[src/rtl/add_sched.sv]
`default_nettype none
// ============================================================================
//  Module   : add_sched (with helper addn)
//  Brief    : Round-robin scheduler sharing one N-bit word-serial adder among
//             REQ requesters. Each request adds two WORDS*N-bit operands LSW
//             first with a chained carry. One transaction is in flight at a time.
//  Optional : define ADD_SCHED_OVF_EN to add the rsp_ovf output, which reports
//             signed two's-complement overflow of the W-bit sum.
//  Revision : 1.0 - initial release
// ============================================================================

module addn #(
    parameter int N = 8
) (
    input  logic [N-1:0] a,
    input  logic [N-1:0] b,
    output logic [N-1:0] s,
    output logic         co
);
    assign {co, s} = {1'b0, a} + {1'b0, b};
endmodule

module add_sched #(
    parameter  int N     = 8,
    parameter  int WORDS = 4,
    parameter  int REQ   = 2,
    localparam int W     = WORDS * N,
    localparam int IDW   = (REQ > 1) ? $clog2(REQ) : 1
) (
    input  logic             clk,
    input  logic             rst_n,
    input  logic [REQ-1:0]   req_valid,
    output logic [REQ-1:0]   req_ready,
    input  logic [REQ*W-1:0] req_a,
    input  logic [REQ*W-1:0] req_b,
    output logic             rsp_valid,
    input  logic             rsp_ready,
    output logic [IDW-1:0]   rsp_id,
    output logic [W-1:0]     rsp_sum,
    output logic             rsp_carry
`ifdef ADD_SCHED_OVF_EN
    ,
    output logic             rsp_ovf
`endif
);

    localparam int             CW     = (WORDS > 1) ? $clog2(WORDS) : 1;
    localparam logic [CW-1:0]  C_LAST = CW'(WORDS - 1);
    localparam logic [IDW-1:0] C_PTR0 = IDW'(REQ - 1);

    typedef enum logic [1:0] {
        S_IDLE = 2'd0,
        S_RUN  = 2'd1,
        S_DONE = 2'd2
    } state_t;

    state_t         r_state;
    state_t         w_state_nxt;
    logic [W-1:0]   r_a;
    logic [W-1:0]   r_b;
    logic [CW-1:0]  r_cnt;
    logic           r_carry;
    logic [IDW-1:0] r_ptr;

    logic           w_found;
    logic [IDW-1:0] w_win;
    logic [IDW-1:0] w_idx;
    logic [REQ-1:0] w_grant;
    logic           w_accept;
    logic [W-1:0]   w_sel_a;
    logic [W-1:0]   w_sel_b;

    logic [N-1:0]   w_a_word;
    logic [N-1:0]   w_b_word;
    logic [N-1:0]   w_cin;
    logic [N-1:0]   w_s1;
    logic [N-1:0]   w_s2;
    logic           w_c1;
    logic           w_c2;
    logic           w_cout;
    logic           w_last;

    // Round-robin search: first valid requester starting just after the pointer
    always_comb begin
        w_found = 1'b0;
        w_win   = '0;
        w_idx   = '0;
        for (int i = 1; i <= REQ; i++) begin
            w_idx = IDW'((int'(r_ptr) + i) % REQ);
            if (!w_found && req_valid[w_idx]) begin
                w_found = 1'b1;
                w_win   = w_idx;
            end
        end
    end

    // Operand mux for the current winner
    always_comb begin
        w_sel_a = '0;
        w_sel_b = '0;
        for (int r = 0; r < REQ; r++) begin
            if (w_win == IDW'(r)) begin
                w_sel_a = req_a[r*W +: W];
                w_sel_b = req_b[r*W +: W];
            end
        end
    end

    // One-hot grant only while idle and out of reset
    always_comb begin
        w_grant = '0;
        if (w_found && (r_state == S_IDLE)) begin
            w_grant[w_win] = 1'b1;
        end
        req_ready = rst_n ? w_grant : '0;
    end

    assign w_accept = (r_state == S_IDLE) && w_found;
    assign w_last   = (r_cnt == C_LAST);

    // Shared word datapath: s1 = a + b, s2 = s1 + carry-in
    assign w_a_word = r_a[r_cnt*N +: N];
    assign w_b_word = r_b[r_cnt*N +: N];
    assign w_cin    = N'(r_carry);
    assign w_cout   = w_c1 | w_c2;

    addn #(.N(N)) u_add_ab (
        .a  (w_a_word),
        .b  (w_b_word),
        .s  (w_s1),
        .co (w_c1)
    );

    addn #(.N(N)) u_add_cin (
        .a  (w_s1),
        .b  (w_cin),
        .s  (w_s2),
        .co (w_c2)
    );

    // FSM state register
    always_ff @(posedge clk or negedge rst_n) begin
        if (!rst_n) begin
            r_state <= S_IDLE;
        end else begin
            r_state <= w_state_nxt;
        end
    end

    // FSM next-state logic
    always_comb begin
        w_state_nxt = r_state;
        case (r_state)
            S_IDLE:  if (w_accept)  w_state_nxt = S_RUN;
            S_RUN:   if (w_last)    w_state_nxt = S_DONE;
            S_DONE:  if (rsp_ready) w_state_nxt = S_IDLE;
            default: w_state_nxt = S_IDLE;
        endcase
    end

    // Operand capture, word-serial accumulation and response handshake
    always_ff @(posedge clk or negedge rst_n) begin
        if (!rst_n) begin
            r_a       <= '0;
            r_b       <= '0;
            r_cnt     <= '0;
            r_carry   <= 1'b0;
            r_ptr     <= C_PTR0;
            rsp_valid <= 1'b0;
            rsp_id    <= '0;
            rsp_sum   <= '0;
            rsp_carry <= 1'b0;
`ifdef ADD_SCHED_OVF_EN
            rsp_ovf   <= 1'b0;
`endif
        end else begin
            case (r_state)
                S_IDLE: begin
                    if (w_accept) begin
                        r_a     <= w_sel_a;
                        r_b     <= w_sel_b;
                        rsp_id  <= w_win;
                        r_cnt   <= '0;
                        r_carry <= 1'b0;
                    end
                end
                S_RUN: begin
                    rsp_sum[r_cnt*N +: N] <= w_s2;
                    r_carry               <= w_cout;
                    r_cnt                 <= r_cnt + 1'b1;
                    if (w_last) begin
                        rsp_valid <= 1'b1;
                        rsp_carry <= w_cout;
`ifdef ADD_SCHED_OVF_EN
                        // Word WORDS-1 carries the sign bit of the full sum
                        rsp_ovf   <= (r_a[W-1] == r_b[W-1]) && (w_s2[N-1] != r_a[W-1]);
`endif
                    end
                end
                S_DONE: begin
                    if (rsp_ready) begin
                        rsp_valid <= 1'b0;
                        r_ptr     <= rsp_id;
                    end
                end
                default: ;
            endcase
        end
    end

endmodule
`default_nettype wire

[config.mk]
export PLATFORM = sky130hd
export DESIGN_NAME = add_sched
export DESIGN_NICKNAME = d
export VERILOG_FILES = /design/src/rtl/add_sched.sv
export SDC_FILE = /design/constraint.sdc
export NUM_CORES = 1
export LEC_CHECK = 0
export CORE_MARGIN = 3
export CORE_UTILIZATION = 42
export CTS_BUF_LIST = sky130_fd_sc_hd__clkbuf_16
export CTS_CLUSTER_DIAMETER = 60
export CTS_CLUSTER_SIZE = 8
export DETAILED_ROUTE_END_ITERATION = 10
export PLACE_DENSITY_LB_ADDON = 0.12
export SLEW_MARGIN = 20
export SYNTH_ARGS = -nofsm -noshare
export SYNTH_HDL_FRONTEND = slang
export SYNTH_SLANG_ARGS = --single-unit
[constraint.sdc]
create_clock -name clk -period 3.06 [get_ports clk]
set_clock_uncertainty 0.15 [all_clocks]
set_input_delay 0.918 -clock clk [delete_from_list [all_inputs] [get_ports clk]]
set_output_delay 0.918 -clock clk [all_outputs]
set_load 0.02 [all_outputs]
==> flow_summary.json <==
{
  "worstPathCellList": "buf_12, mux4_2, ha_4, fa_2, a21o_1, a221oi_4, xnor2_1, nand4_1, xnor2_2, o21ai_1",
  "fin_nets": 776,
  "io_pins": 170,
  "htree_levels": 3,
  "num_rows": 39,
  "synth_seq_cells": 105,
  "viasPerCell": 5.59,
  "drc": 0,
  "synth_compound_area_share_pct": 20.9,
  "cts_sinks": 105,
  "ys_warn_count": 0,
  "die_h_um": 116,
  "wl_per_cell_um": 18.5,
  "crit_required_ns": 3.13,
  "syn_area_per_cell_sq_um": 11.7,
  "placed_area_sq_um": 7140,
  "synth_fp_nets": 585,
  "max_cap_violations": 0,
  "vias": 4326,
  "synth-adder-area-share_pct": 4.33,
  "cp_max_fo": 5,
  "fill_cells": 926,
  "finalCoreUtilization_pct": 65.5,
  "multiInputGateArea_sq_um": 2250,
  "muxShareOfSynthArea_pct": 7.31,
  "cts_tree": "yes",
  "coreArea_sq_um": 11600,
  "cellLeakagePower_uw": 0.00348,
  "routabilityCongestion": 0.840,
  "cts.reportedPaths.clkPinSlew_ns": 0.07,
  "slew_violations": 0,
  "fin_tns_setup_ns": -0.744,
  "worstPathArrival_ns": 3.27,
  "finalSetupViolations": 9,
  "root_buffer": "clkbuf_16",
  "grt_max_degree": 70,
  "setup_ws_ns": -0.143,
  "fmax_mhz": 312,
  "synth-xor-area-share_pct": 2.19,
  "synth_top_family_by_area": "compound AO/OA/AOI/OAI gates",
  "die-area_sq_um": 13500,
  "hold_path_class": "flop to flop",
  "worstSkewPairLatency_ns": 0.34,
  "dp_cells": 751,
  "io_buffers": 169,
  "period_needed_ns": 3.20,
  "fin_crit_sh_pct": 105,
  "yosysUniqueCellTypes": 44,
  "track_usage_pct": 21.7,
  "critical-path-top-delay-family": "compound AO/OA/AOI/OAI gates",
  "crit_type": "flop to flop",
  "p_per_area_nw_per_um2": 1380,
  "seqCellArea_sq_um": 2630,
  "ant_nets": 0,
  "synth_edf_count": 0,
  "synth-async-reset-ratio_pct": 100,
  "synthCells": 435,
  "worstSetupStartpointType": "flop",
  "dp_hpwl_mm": 10.5,
  "critPathSlowestCell": "mux4_2",
  "route.final.wire_length_mm": 14.3,
  "yosys.area_share.simple_pct": 6.22,
  "antenna_found_initial": 0,
  "die_w_um": 116,
  "status": "finished with violations",
  "diodes": 0,
  "rsz0062_at_grt": "yes",
  "slew_headroom_pct": 50.7,
  "drive_gt1_share_pct": 16.5,
  "crit_buf_inv": 1,
  "worstMarginPinSlew_ns": 0.740,
  "first_iter_violations": 468,
  "hold_viol_final": 0,
  "ctsHoldBuffers": 0,
  "fin_area_sq_um": 7600,
  "ir_drop_mv": 0.793,
  "grt_pass1_vias": 4506,
  "start_util_pct": 43.8,
  "crit_path_end_kind": "flop",
  "violations": "setup timing",
  "dominantRegCellSynth": "dfrtp_1",
  "syn2layout_area_growth_pct": 49.5,
  "grt_pass1_wl_mm": 22.6,
  "synth_area_sq_um": 5090,
  "firstDrtPassIters": 10,
  "cts_made_buffers": 9,
  "ys_seq_area_share_pct": 51.7,
  "stdcell_count": 774,
  "max_stage_delay_ns": 0.55,
  "cts_buffer_depth": 2,
  "grt.overflow.total": 0
}
what timing repair did:
| action | CTS | global route |
|---|---|---|
| gates resized for setup | 19 | 24 |
| setup endpoints to repair | 18 | 24 |
| buffers inserted | 5 | 1 |
| cloned | 1 | 0 |
| pin swaps | 5 | 14 |
cells in the mapped netlist, drive strengths merged (4+ instances only):
| cell type | instances | share of area, % |
|---|---|---|
| nor2 | 12 | 0.89 |
| o21ai | 22 | 2.2 |
| xnor2 | 8 | 1.5 |
| a21oi | 9 | 0.89 |
| buf | 10 | 1.0 |
| ha | 16 | 3.9 |
| a222oi | 64 | 13 |
| nand3 | 4 | 0.39 |
| dfrtp | 104 | 51 |
| mux4 | 16 | 7.1 |
| nand4 | 5 | 0.62 |
| and3 | 4 | 0.49 |
| inv | 68 | 5.0 |
| a22o | 16 | 2.8 |
| nand2 | 32 | 2.5 |
| clkbuf | 16 | 1.2 |
power breakdown:
part | total (uW) | internal, uW | switching [uW] | leakage [uW]
Combinational | 7040 | 3470 | 3570 | 0.00202
Clock | 1010 | 537 | 475 | 0.000136
Sequential | 2430 | 2030 | 398 | 0.00133
Total | 10500 | 6040 | 4450 | 0.00348
layer usage:
layer,global-route usage (%),vias up,share of wire [%]
li1,-,2046,-
met1,27.2,2099,40
met2,38.1,161,53
met3,3.71,20,5.0
met4,7.58,0,2.0
met5,0,-,0
state kept, by name, summed over array words and instances (netlist names):
name       flops
r_a           32
r_b           32
rsp_sum       32
r_cnt          2
r_state        2
r_carry        1
r_ptr          1
rsp_carry      1
rsp_id         1
rsp_valid      1
kinds of logic after synthesis:
kind of cell / count (synthesis)
XOR/XNOR: 11
AO/OA/AOI/OAI: 124
multiplexers: 17
buffers and inverters: 95
flip-flops: 105
adder cells (fa/ha/maj): 17
AND/OR/NAND/NOR: 66
layout make-up:
class | instances | share of cell area [%]
inverter | 68 | 3.36
clock inverter | 7 | 0.428
tap | 143 | 2.35
clock buffer | 9 | 2.96
sequential | 105 | 34.6
timing repair buffer | 207 | 26.7
multi-input combinational | 235 | 29.6
placed cells by master, fill, tap and decap left out, drive strengths merged, types with 4 or more instances in the layout:
cell type / instances
a21oi: 9
clkdlybuf4s50: 164
nand3: 4
o21ai: 22
a22o: 16
mux4: 16
a222oi: 64
ha: 16
clkbuf: 9
inv: 71
buf: 41
nor2: 12
and3: 4
dfrtp: 104
nand2: 32
xnor2: 8
nand4: 5
worst reg2reg max path, cell delays in order, from the launching register on:
cell and delay, ns:
dfrtp_2 0.42, buf_12 0.14, mux4_2 0.56, ha_4 0.20, fa_2 0.34, a21o_1 0.22, a221oi_4 0.30, xnor2_1 0.18
nand4_1 0.17, xnor2_2 0.29, o21ai_1 0.11
stage by stage:
stage          power, uW  worst slack [ns]  hold WS (ns)
3_3_place_gp        8500            -0.418         0.312
6_report           10500            -0.143         0.338
4_1_cts             9980            -0.108         0.335
3_5_place_dp        8690            -0.447         0.320
2_1_floorplan       6300           -0.0265         0.323
5_1_grt            11300            -0.266         0.365
path summary, 6_finish.rpt:
check / startpoint / slack (ns) / to / depth (start not counted)
worst min register to register: rsp_sum[10] / 0.34 / rsp_sum[10] / 2
worst max-delay path: r_cnt[0] / -0.14 / rsp_sum[31] / 10
max in group asynchronous: rst_n / 1.01 / r_cnt[0] / 3
worst max register to register: r_cnt[0] / -0.14 / rsp_sum[31] / 10
min in group asynchronous: rst_n / 0.55 / r_b[7] / 2
worst min-delay path: rsp_sum[10] / 0.34 / rsp_sum[10] / 2
Power figures use the tool's default switching activity.
